**config.mk**
```make
export PLATFORM = sky130hd
export DESIGN_NAME = dec_bist_ctrl
export DESIGN_NICKNAME = d
export VERILOG_FILES = /design/src/rtl/dec_bist_ctrl.sv
export SDC_FILE = /design/constraint.sdc
export NUM_CORES = 1
export LEC_CHECK = 0
export ABC_CLOCK_PERIOD_IN_PS = 3200
export CORE_UTILIZATION = 54
export DETAILED_ROUTE_END_ITERATION = 12
export PLACE_DENSITY = 0.95
export SLEW_MARGIN = 20
export SYNTH_ARGS = -nofsm -noshare
export SYNTH_HDL_FRONTEND = slang
export SYNTH_SLANG_ARGS = --single-unit
```
**constraint.sdc**
```tcl
create_clock -name clk -period 3.2 [get_ports clk]
set_input_delay 0.32 -clock clk [delete_from_list [all_inputs] [get_ports clk]]
set_output_delay 0.32 -clock clk [all_outputs]
set_load 0.01 [all_outputs]
```
**src/rtl/dec_bist_ctrl.sv**
```systemverilog
// Exhaustive self-test sequencer for a 4-to-16 one-hot decoder: walks codes 0..15, compares D
// against the one-hot expectation and accumulates results. Optional capture: DEC_BIST_FIRST_FAIL_EN.
module dec_bist_ctrl #(
    parameter int SETTLE_CYCLES = 2
) (
    input  logic        clk,
    input  logic        rst,
    input  logic        start,
    output logic        X,
    output logic        Y,
    output logic        Z,
    output logic        W,
    input  logic [15:0] D,
    output logic        busy,
    output logic        done,
    output logic        pass,
    output logic [15:0] fail_mask,
    output logic [4:0]  err_count
`ifdef DEC_BIST_FIRST_FAIL_EN
    ,
    output logic        first_fail_valid,
    output logic [3:0]  first_fail_code,
    output logic [15:0] first_fail_data
`endif
);

    typedef enum logic [2:0] {
        S_IDLE,
        S_APPLY,
        S_SETTLE,
        S_CHECK,
        S_DONE
    } state_t;

    // Count value on the final settle cycle; unused when there is no settle phase.
    localparam logic [3:0] SETTLE_LAST = (SETTLE_CYCLES == 0) ? 4'd0 : 4'(SETTLE_CYCLES - 1);

    state_t      state, state_nxt;
    logic [3:0]  k;
    logic [3:0]  settle_cnt;
    logic [15:0] expected;
    logic [15:0] mismatch;
    logic        vec_bad;
    logic        sweep_start;

    function automatic logic [4:0] sat_inc(input logic [4:0] v);
        return (v >= 5'd16) ? 5'd16 : 5'(v + 5'd1);
    endfunction

    always_ff @(posedge clk) begin
        if (rst)
            state <= S_IDLE;
        else
            state <= state_nxt;
    end

    always_comb begin
        state_nxt = state;
        case (state)
            S_IDLE, S_DONE: begin
                if (start)
                    state_nxt = S_APPLY;
            end
            S_APPLY: begin
                if (SETTLE_CYCLES == 0)
                    state_nxt = S_CHECK;
                else
                    state_nxt = S_SETTLE;
            end
            S_SETTLE: begin
                if (settle_cnt == SETTLE_LAST)
                    state_nxt = S_CHECK;
            end
            S_CHECK: begin
                if (k == 4'd15)
                    state_nxt = S_DONE;
                else
                    state_nxt = S_APPLY;
            end
            default: state_nxt = S_IDLE;
        endcase
    end

    assign sweep_start = ((state == S_IDLE) || (state == S_DONE)) && start;
    assign expected    = 16'h0001 << k;
    assign mismatch    = D ^ expected;
    assign vec_bad     = |mismatch;

    // Check stage: results accumulate only on the CHECK cycle of each vector.
    always_ff @(posedge clk) begin
        if (rst) begin
            k          <= 4'd0;
            settle_cnt <= 4'd0;
            fail_mask  <= 16'h0000;
            err_count  <= 5'd0;
        end else begin
            case (state)
                S_IDLE, S_DONE: begin
                    if (sweep_start) begin
                        k          <= 4'd0;
                        settle_cnt <= 4'd0;
                        fail_mask  <= 16'h0000;
                        err_count  <= 5'd0;
                    end
                end
                S_APPLY:  settle_cnt <= 4'd0;
                S_SETTLE: settle_cnt <= 4'(settle_cnt + 4'd1);
                S_CHECK: begin
                    fail_mask <= fail_mask | mismatch;
                    if (vec_bad)
                        err_count <= sat_inc(err_count);
                    if (k != 4'd15)
                        k <= 4'(k + 4'd1);
                end
                default: ;
            endcase
        end
    end

`ifdef DEC_BIST_FIRST_FAIL_EN
    always_ff @(posedge clk) begin
        if (rst) begin
            first_fail_valid <= 1'b0;
            first_fail_code  <= 4'd0;
            first_fail_data  <= 16'h0000;
        end else if (sweep_start) begin
            first_fail_valid <= 1'b0;
            first_fail_code  <= 4'd0;
            first_fail_data  <= 16'h0000;
        end else if ((state == S_CHECK) && vec_bad && !first_fail_valid) begin
            first_fail_valid <= 1'b1;
            first_fail_code  <= k;
            first_fail_data  <= D;
        end
    end
`endif

    assign busy = (state == S_APPLY) || (state == S_SETTLE) || (state == S_CHECK);
    assign done = (state == S_DONE);
    assign pass = done && (err_count == 5'd0);

    // Stimulus is forced low outside a sweep so the decoder sees code 0 when idle.
    assign {X, Y, Z, W} = busy ? k : 4'b0000;

endmodule

```
[Yosys cells after proc, flatten, opt, wreduce, memory -nomap -nowiden]
Index checks and enable logic that the tools add are counted.
Word-level totals
  register bits: 32
  bits of input ports: 19
  output and inout bits: 28
  logic and storage cells: 55
Operators by class
  add/sub/neg operators: 3
  order comparisons: 1
  equal/unequal tests: 12
  shifts and indexed selects: 1
  mux-type cells: 15
  bitwise gates (word level): 2
  reduce and logical (&&, ||, !) cells: 16
Operators with widths (count)
  $pmux 16 s2: 1
  $mux 16: 1
  $or 16x16->16: 1
  $reduce_or 16->1: 1
  $shl 1x4->16 const A: 1
  $xor 16x16->16: 1
  $mux 5: 3
  $mux 4: 3
  $pmux 3 s4: 1
  $pmux 4 s3: 1
  $ne 2x2->1 const B: 5
  $pmux 5 s2: 1
  $mux 3: 3
  $add 4x1->4 const B: 2
  $pmux 4 s2: 1
  $eq 3x2->1 const B: 2
  $reduce_and 2->1: 3
  $reduce_and 3->1: 2
  $add 5x1->5 const B: 1
  $ge 5x5->1 const B: 1
  $logic_not 5->1: 1
  $eq 4x1->1 const B: 1
  $eq 4x4->1 const B: 1
  $ne 4x4->1 const B: 1
  8 further kinds: 11

[Longest topological paths before layout]
Gate-level depths: netlist of the first run.
  depth after elaboration: 5
  mapped depth: 9
  depth with buffers taken out: 8

[Least setup slack after synthesis of the first run]
No wires, ideal clock.
  path kind: register -> register
  start: reg k[0]
  end: reg err_count[4]
  setup time: 0.136 ns
  arrival: 2.025 ns
  data required time: 3.064 ns
  path slack: 1.040 ns
  stages on the path, launching flop included: 10
  buffers on the path: 1
  period minus slack after synthesis: 2.160 ns
  path through: dfxtp_1 -> inv_1 -> ha_1 -> buf_6 -> or2_1 -> a211o_1 -> a32oi_1 -> nand4_2 -> nor2_1 -> o22ai_1
Between the ends
  word-level cells in the longest chain between the ends: 5
Ends and longest elaborated chain
  from (decl): RTL line 39  | logic [3:0] k;
  from (signal assigned): RTL line 113  | k <= 4'(k + 4'd1);
  $shl 1x4->16: RTL line 85  | assign expected = 16'h0001 << k;
  $xor 16x16->16: RTL line 86  | assign mismatch = D ^ expected;
  $reduce_or 16->1: RTL line 87  | assign vec_bad = |mismatch;
  $ne 2x2->1 (no source line)
  $reduce_and 3->1 (no source line)
  to (signal assigned): RTL line 111  | err_count <= sat_inc(err_count);
  to (decl): RTL line 18  | output logic [4:0] err_count
Every way passes these cells.
A chain may end at the register's enable or synchronous reset.

[Final worst setup path of the first run]
  start: reg k[1]
  end: reg err_count[4]
The elaborated chain is that of the path after synthesis.

==> flow_summary.toml, run 1 <==
[global_route]
grt.met2_usage_pct = 42.39
grt.total_usage_pct = 26.38
overflow = 0
grt_pass1_wl_mm = 8.217
grt_use_met1_pct = 34.35
grtUsageMet3_pct = 6.204
grt_max_degree = 23
grt_pass1_vias = 1775
busiest_layer = "met2"
antenna_found_initial = 0

[routing]
firstDrtPassIters = 5
totalWireLength_mm = 4.852
via_count = 1934
drtAntennaViolNets = 0
routedWlPerCell_um = 14.61
drtIter0Drc = 140
drcViolationCount = 0
vias_per_cell = 5.825

[worst_setup_path]
cp_slowest_cell = "a2111oi_0"
critPathMaxStageDelay_ps = 450
path_cells = "inv_1 -> ha_1 -> and3_1 -> a2111oi_0 -> o32a_1 -> nand4_2 -> nor2_1 -> o22ai_1"
path_buf_inv = 1
critPathCaptureType = "flop"
worst_ep_arrival_time_ps = 2630
crit_fanout = 10
r2r_setup_slack_ps = 710
crit_required_ps = 3340
cp_top_family = "compound AO/OA/AOI/OAI gates"
start_kind = "flop"
crit_type = "flop to flop"

[floorplanning]
die_h_um = 62.68
die_x_um = 62.68
initial_core_util_pct = 57.76
die_area_sq_mm = 0.003928
ioPinCount = 47
std_cell_rows = 21
core_sq_mm = 0.003442

[synthesis]
synth.top_cells.by_count = "32 x dfxtp_1, 32 x nor2_1, 26 x a21oi_1"
synth_edf_count = 0
synth_top_family_by_area = "simple AND/OR/NAND/NOR gates"
yosys.area.top_type = "dfxtp_1"
async_flop_share_pct = 0
synth_fa_ha_area_share_pct = 6.293
synth_mux_area_share_pct = 0
synth_xor_area_share_pct = 10.13
postSynthAreaPerCell_sq_um = 8.049
synth-seq-area-share_pct = 32.22
synth-compound-area-share_pct = 16.55
synth_cell_types = 55
syn_inst = 247
yosysWarnings = 0
synth_ff_type = "dfxtp_1"
ys_ff_latch = 32
synth_top_cell_area_share_pct = 32.22
synth_area_leaders = "dfxtp_1 32%, xnor2_1 9.3%, a21oi_1 6.5%"
synth_simple_gate_area_share_pct = 29.45
syn_area_sq_mm = 0.001988
syn-num-nets = 276

[cts]
clockBufferDepth = 2
clkTransAtPathRegs_ps = 60
cts_root_buffer = "clkbuf_8"
worstSkewPairLatency_ps = 290
holdBufCountCts = 0
cts_tree = "done"
cts_max_level = 2
cts.sink_count = 32
cts_resized = 0
numCtsBuffers = 5
postCtsSetupBuffers = 0

[cells_and_area]
layout-drive-gt1-share_pct = 4.895
finalNetCount = 317
fin_util_pct = 72.92
fillers = 259
antennaDiodeCount = 0
area_growth_pct = 26.24

[timing]
fin_crit_ps = 2492
max_freq_mhz = 401.3
drv_slew = 0
fin_skew_ps = 7.723
slew_headroom_pct = 53.39
tightest_slew_ps = 697.5
hold_viol_final = 0
tns_ps = 0
grt_setup_unrepaired = "no"
setup_viol = 0
fin_crit_sh_pct = 77.87

[power_and_ir_drop]
p_per_area_mw_per_mm2 = 424.7
power_mw = 1.066
peakVddDrop_uv = 316.8
p_leak_nw = 0.8660

[placed_design]
numPortBuffers = 46
dp_hpwl_mm = 3.375
gp_congestion = 0.8842

[outcome]
status = "finished clean"

[worst_hold_path]
hold_path.class = "flop to flop"

[job]
cap_violations = 0
sequential cells by signal, indices dropped and copies added (netlist names):
register    count
err_count       5
settle_cnt      4
fail_mask      16
k               4
state           3
through the flow:
step                      std cells  instance area [sq um]  hold slack (ps)  setup WS, ps
after global routing            332                   2510            495.5         488.0
final                           332                   2510            468.7         708.3
after floorplan                 247                   1988            458.3          1040
after detailed placement        327                   2441            455.0         781.1
after CTS                       332                   2510            470.8         760.3
after global placement          327                   2441            447.0         911.3
kinds of logic after synthesis:
logic type / count (synthesis)
AOI/OAI and AO/OA: 51
xor gates and xnor gates: 23
adders and majority gates: 10
buffers and inverters: 22
DFF: 32
and+or+nand+nor: 109
power by group:
group,switching (mW),leakage [nW],internal [mW]
clock network,0.134,0.0359,0.140
registers,0.0318,0.259,0.425
logic,0.189,0.571,0.146
final cells by class:
| type | count | area, sq um | area share (%) |
|---|---|---|---|
| inverters | 9 | 33.78 | 1.346 |
| multi-input cells | 193 | 1241 | 49.45 |
| flip-flops and latches | 32 | 640.6 | 25.52 |
| well taps | 46 | 57.56 | 2.293 |
| repair buffers | 47 | 467.9 | 18.64 |
| clock buffers | 5 | 68.82 | 2.742 |
routing by layer:
layer  vias up  share of wire [%]
li1        949                  -
met1       905                 46
met2        74                 47
met3         6                5.8
met4         0                1.3
met5         -                  0
path summary, 6_finish.rpt:
path                                   start            to  depth (start not counted)
worst max-delay path                    k[1]  err_count[4]                          8
worst min-delay path            fail_mask[3]  fail_mask[3]                          2
worst max register to register          k[1]  err_count[4]                          8
worst min register to register  fail_mask[3]  fail_mask[3]                          2
worst register-to-register path: stages, from the launching register on:
cell and delay (ps):
dfxtp_1 390, inv_1 110, ha_1 320, and3_1 230, a2111oi_0 450, o32a_1 240, nand4_2 140, nor2_1 330
o22ai_1 140
cell usage in the layout (no fill, tap or decap), types with 2 or more instances in the layout:
| cell | n |
|---|---|
| a2111oi_0 | 2 |
| a21oi_1 | 26 |
| a31oi_1 | 2 |
| and2_1 | 2 |
| and3_1 | 2 |
| clkbuf_8 | 5 |
| clkdlybuf4s50_1 | 46 |
| dfxtp_1 | 32 |
| ha_1 | 10 |
| inv_1 | 9 |
| nand2_1 | 14 |
| nand2b_1 | 5 |
| nand3_1 | 13 |
| nand3b_1 | 5 |
| nand4_1 | 3 |
| nor2_1 | 32 |
| nor2b_1 | 3 |
| nor3_1 | 8 |
| nor3b_1 | 3 |
| nor4_1 | 3 |
| o21ai_0 | 2 |
| o21ai_1 | 2 |
| o22ai_1 | 2 |
| o31ai_1 | 2 |
| o41a_1 | 3 |
| or3_1 | 2 |
| xnor2_1 | 21 |
| xor2_1 | 2 |
Power figures use the tool's default switching activity.
==> inputs of run 2 (changes only) <==
- ABC_CLOCK_PERIOD_IN_PS: 3200 -> 2100
- CORE_UTILIZATION: 54 -> 45
- PLACE_DENSITY: 0.95 -> 0.86
- clock period: 3.2 -> 2.1 ns (I/O delays scaled with it)
==> run 2 against run 1 <==
The run now ends with setup timing left. Maximum frequency is 16% higher. Clock-buffer cell count is 2 higher. Critical path depth is 1 higher. Combinational power is 78% higher. First-iteration DRC count is 13% higher. Flip-flop and latch count stayed put. Critical path type unchanged. Worst hold slack better by 8.2 ps. Utilization is 4.5 points lower.
==> flow_summary.toml, run 2 (synthesis gave the netlist of run 1 again) <==
[cells_and_area]
mostFrequentLayoutCell = "clkdlybuf4s50_1"
multi_input_area_sq_mm = 0.001359
finalNetCount = 334
largest_reg_flops = 16
area_growth_pct = 41.60
antennaDiodeCount = 0
layout-drive-gt1-share_pct = 17.05
reg_top3 = "fail_mask x16, err_count x5"
seq_area_sq_um = 650.6
fillers = 309
final_cell_mix = "46 x clkdlybuf4s50_1, 30 x nor2_1, 28 x dfxtp_1, 26 x a21oi_1, 21 x xnor2_1"
fin_util_pct = 68.41
regMostFlops = "fail_mask"

[timing]
grt_setup_unrepaired = "yes"
hold_slack_ps = 477.0
fin_skew_ps = 7.055
max_freq_mhz = 463.9
fin_crit_sh_pct = 102.7
hold_viol_final = 0
setup_ws_ps = -55.84
tightest_slew_ps = 474.3
slew_headroom_pct = 68.38
drv_slew = 0
setup_viol = 3
fin_crit_ps = 2156

[worst_setup_path]
r2r_setup_slack_ps = -60
path_cells = "inv_4 -> ha_4 -> or2_4 -> a211o_4 -> a32oi_2 -> nand4_4 -> buf_4 -> o41a_1 -> o21ai_1"
critPathMaxStageDelay_ps = 400
r2r-end = "err_count[1]"
cp_slowest_cell = "dfxtp_4"
start_kind = "flop"
crit_required_ps = 2330
cp-startpoint = "k[1]"
critPathCaptureType = "flop"
ff2ff_path_depth = 9
worst_ep_arrival_time_ps = 2390
crit_fanout = 4
crit_end = "err_count[1]"
regToRegStartpoint = "k[1]"
crit_type = "flop to flop"

[routing]
drtIter0Drc = 158
drcViolationCount = 0
routedWlPerCell_um = 15.29
via_count = 2000
totalWireLength_mm = 5.428
drtAntennaViolNets = 0
vias_per_cell = 5.634
firstDrtPassIters = 4

[cts]
holdBufCountCts = 0
cts_max_level = 2
cts_root_buffer = "clkbuf_8"
cts.sink_count = 32
cts_tree = "done"
numCtsBuffers = 5
clkTransAtPathRegs_ps = 70
clockBufferDepth = 2
worstSkewPairLatency_ps = 290

[floorplanning]
die_h_um = 68.47
std_cell_rows = 23
ioPinCount = 47
die_x_um = 68.47
die_area_sq_mm = 0.004688
initial_core_util_pct = 48.31
core_sq_mm = 0.004115

[placed_design]
dp_hpwl_mm = 3.609
gp_congestion = 0.9020
numPortBuffers = 46

[global_route]
antenna_found_initial = 0
grt.total_usage_pct = 23.37
grt_pass1_wl_mm = 7.962
grt_max_degree = 20
grt_pass1_vias = 1735
overflow = 0

[worst_hold_path]
hp-start = "fail_mask[8]"
hold_path.class = "flop to flop"

[power_and_ir_drop]
p_leak_nw = 0.9749
peakVddDrop_uv = 526.8
power_mw = 1.835
p_per_area_mw_per_mm2 = 651.8

[job]
cap_violations = 0

[outcome]
violations = "setup timing"
status = "complete, but fails checks"
-- run 2: what timing repair did --
item / 4_1_cts / 5_1_grt
setup buffers: 0 / 3
endpoints found under the setup margin: 6 / 6
pin swaps: 2 / 7
endpoints found under the hold margin: 0 / 0
resized for setup: 6 / 25
-- run 2: routing by layer --
layer	global-route usage, %	routed length, um	vias to the layer above
met5	0	0	-
met4	10.94	150	0
met3	6.500	297	14
met2	37.13	2742	69
met1	28.92	2237	927
li1	-	-	990
-- run 2: per-stage QoR --
step	cells	TNS, ps	setup slack [ps]	instance area, sq um
floorplan	247	0	2.960	1991
global placement	345	0	30.85	2566
detailed placement	345	-216.2	-62.70	2566
CTS	352	-23.65	-15.19	2684
global route	355	-584.5	-140.2	2815
finish	355	-130.0	-55.84	2815
-- run 2: how the worst min path moves through the flow --
stage | to | slack (ps) | cells after the start
after floorplan | err_count[1] | 410 | 3
after global placement | fail_mask[10] | 450 | 2
after detailed placement | fail_mask[12] | 460 | 2
after CTS | fail_mask[1] | 480 | 2
after global routing | fail_mask[6] | 500 | 2
final | fail_mask[8] | 480 | 2
-- run 2: area by class of cell --
cell class	instances	share of cell area [%]
Clock buffer	7	3.422
Multi-Input combinational cell	193	48.27
Tap cell	50	2.222
Sequential cell	32	23.11
Inverter	9	1.378
Timing Repair Buffer	64	21.60
-- run 2: where the power goes --
group	switching, mW	internal [mW]
clock	0.230	0.292
sequential	0.0658	0.650
combinational	0.313	0.284
total	0.609	1.23
-- run 2: worst max-delay path: cells and delay by family, from the launching register on --
family          cells  cell delay (ps)
compound gates      4              900
fa+ha+maj           1              170
buf+inv             2              250
flops               1              400
simple gates        2              390
==> inputs of run 3 (changes only) <==
- CAP_MARGIN: not set -> 20
==> results of run 3 <==
No change in the layout: final DEF, timing and power equal those of run 2.
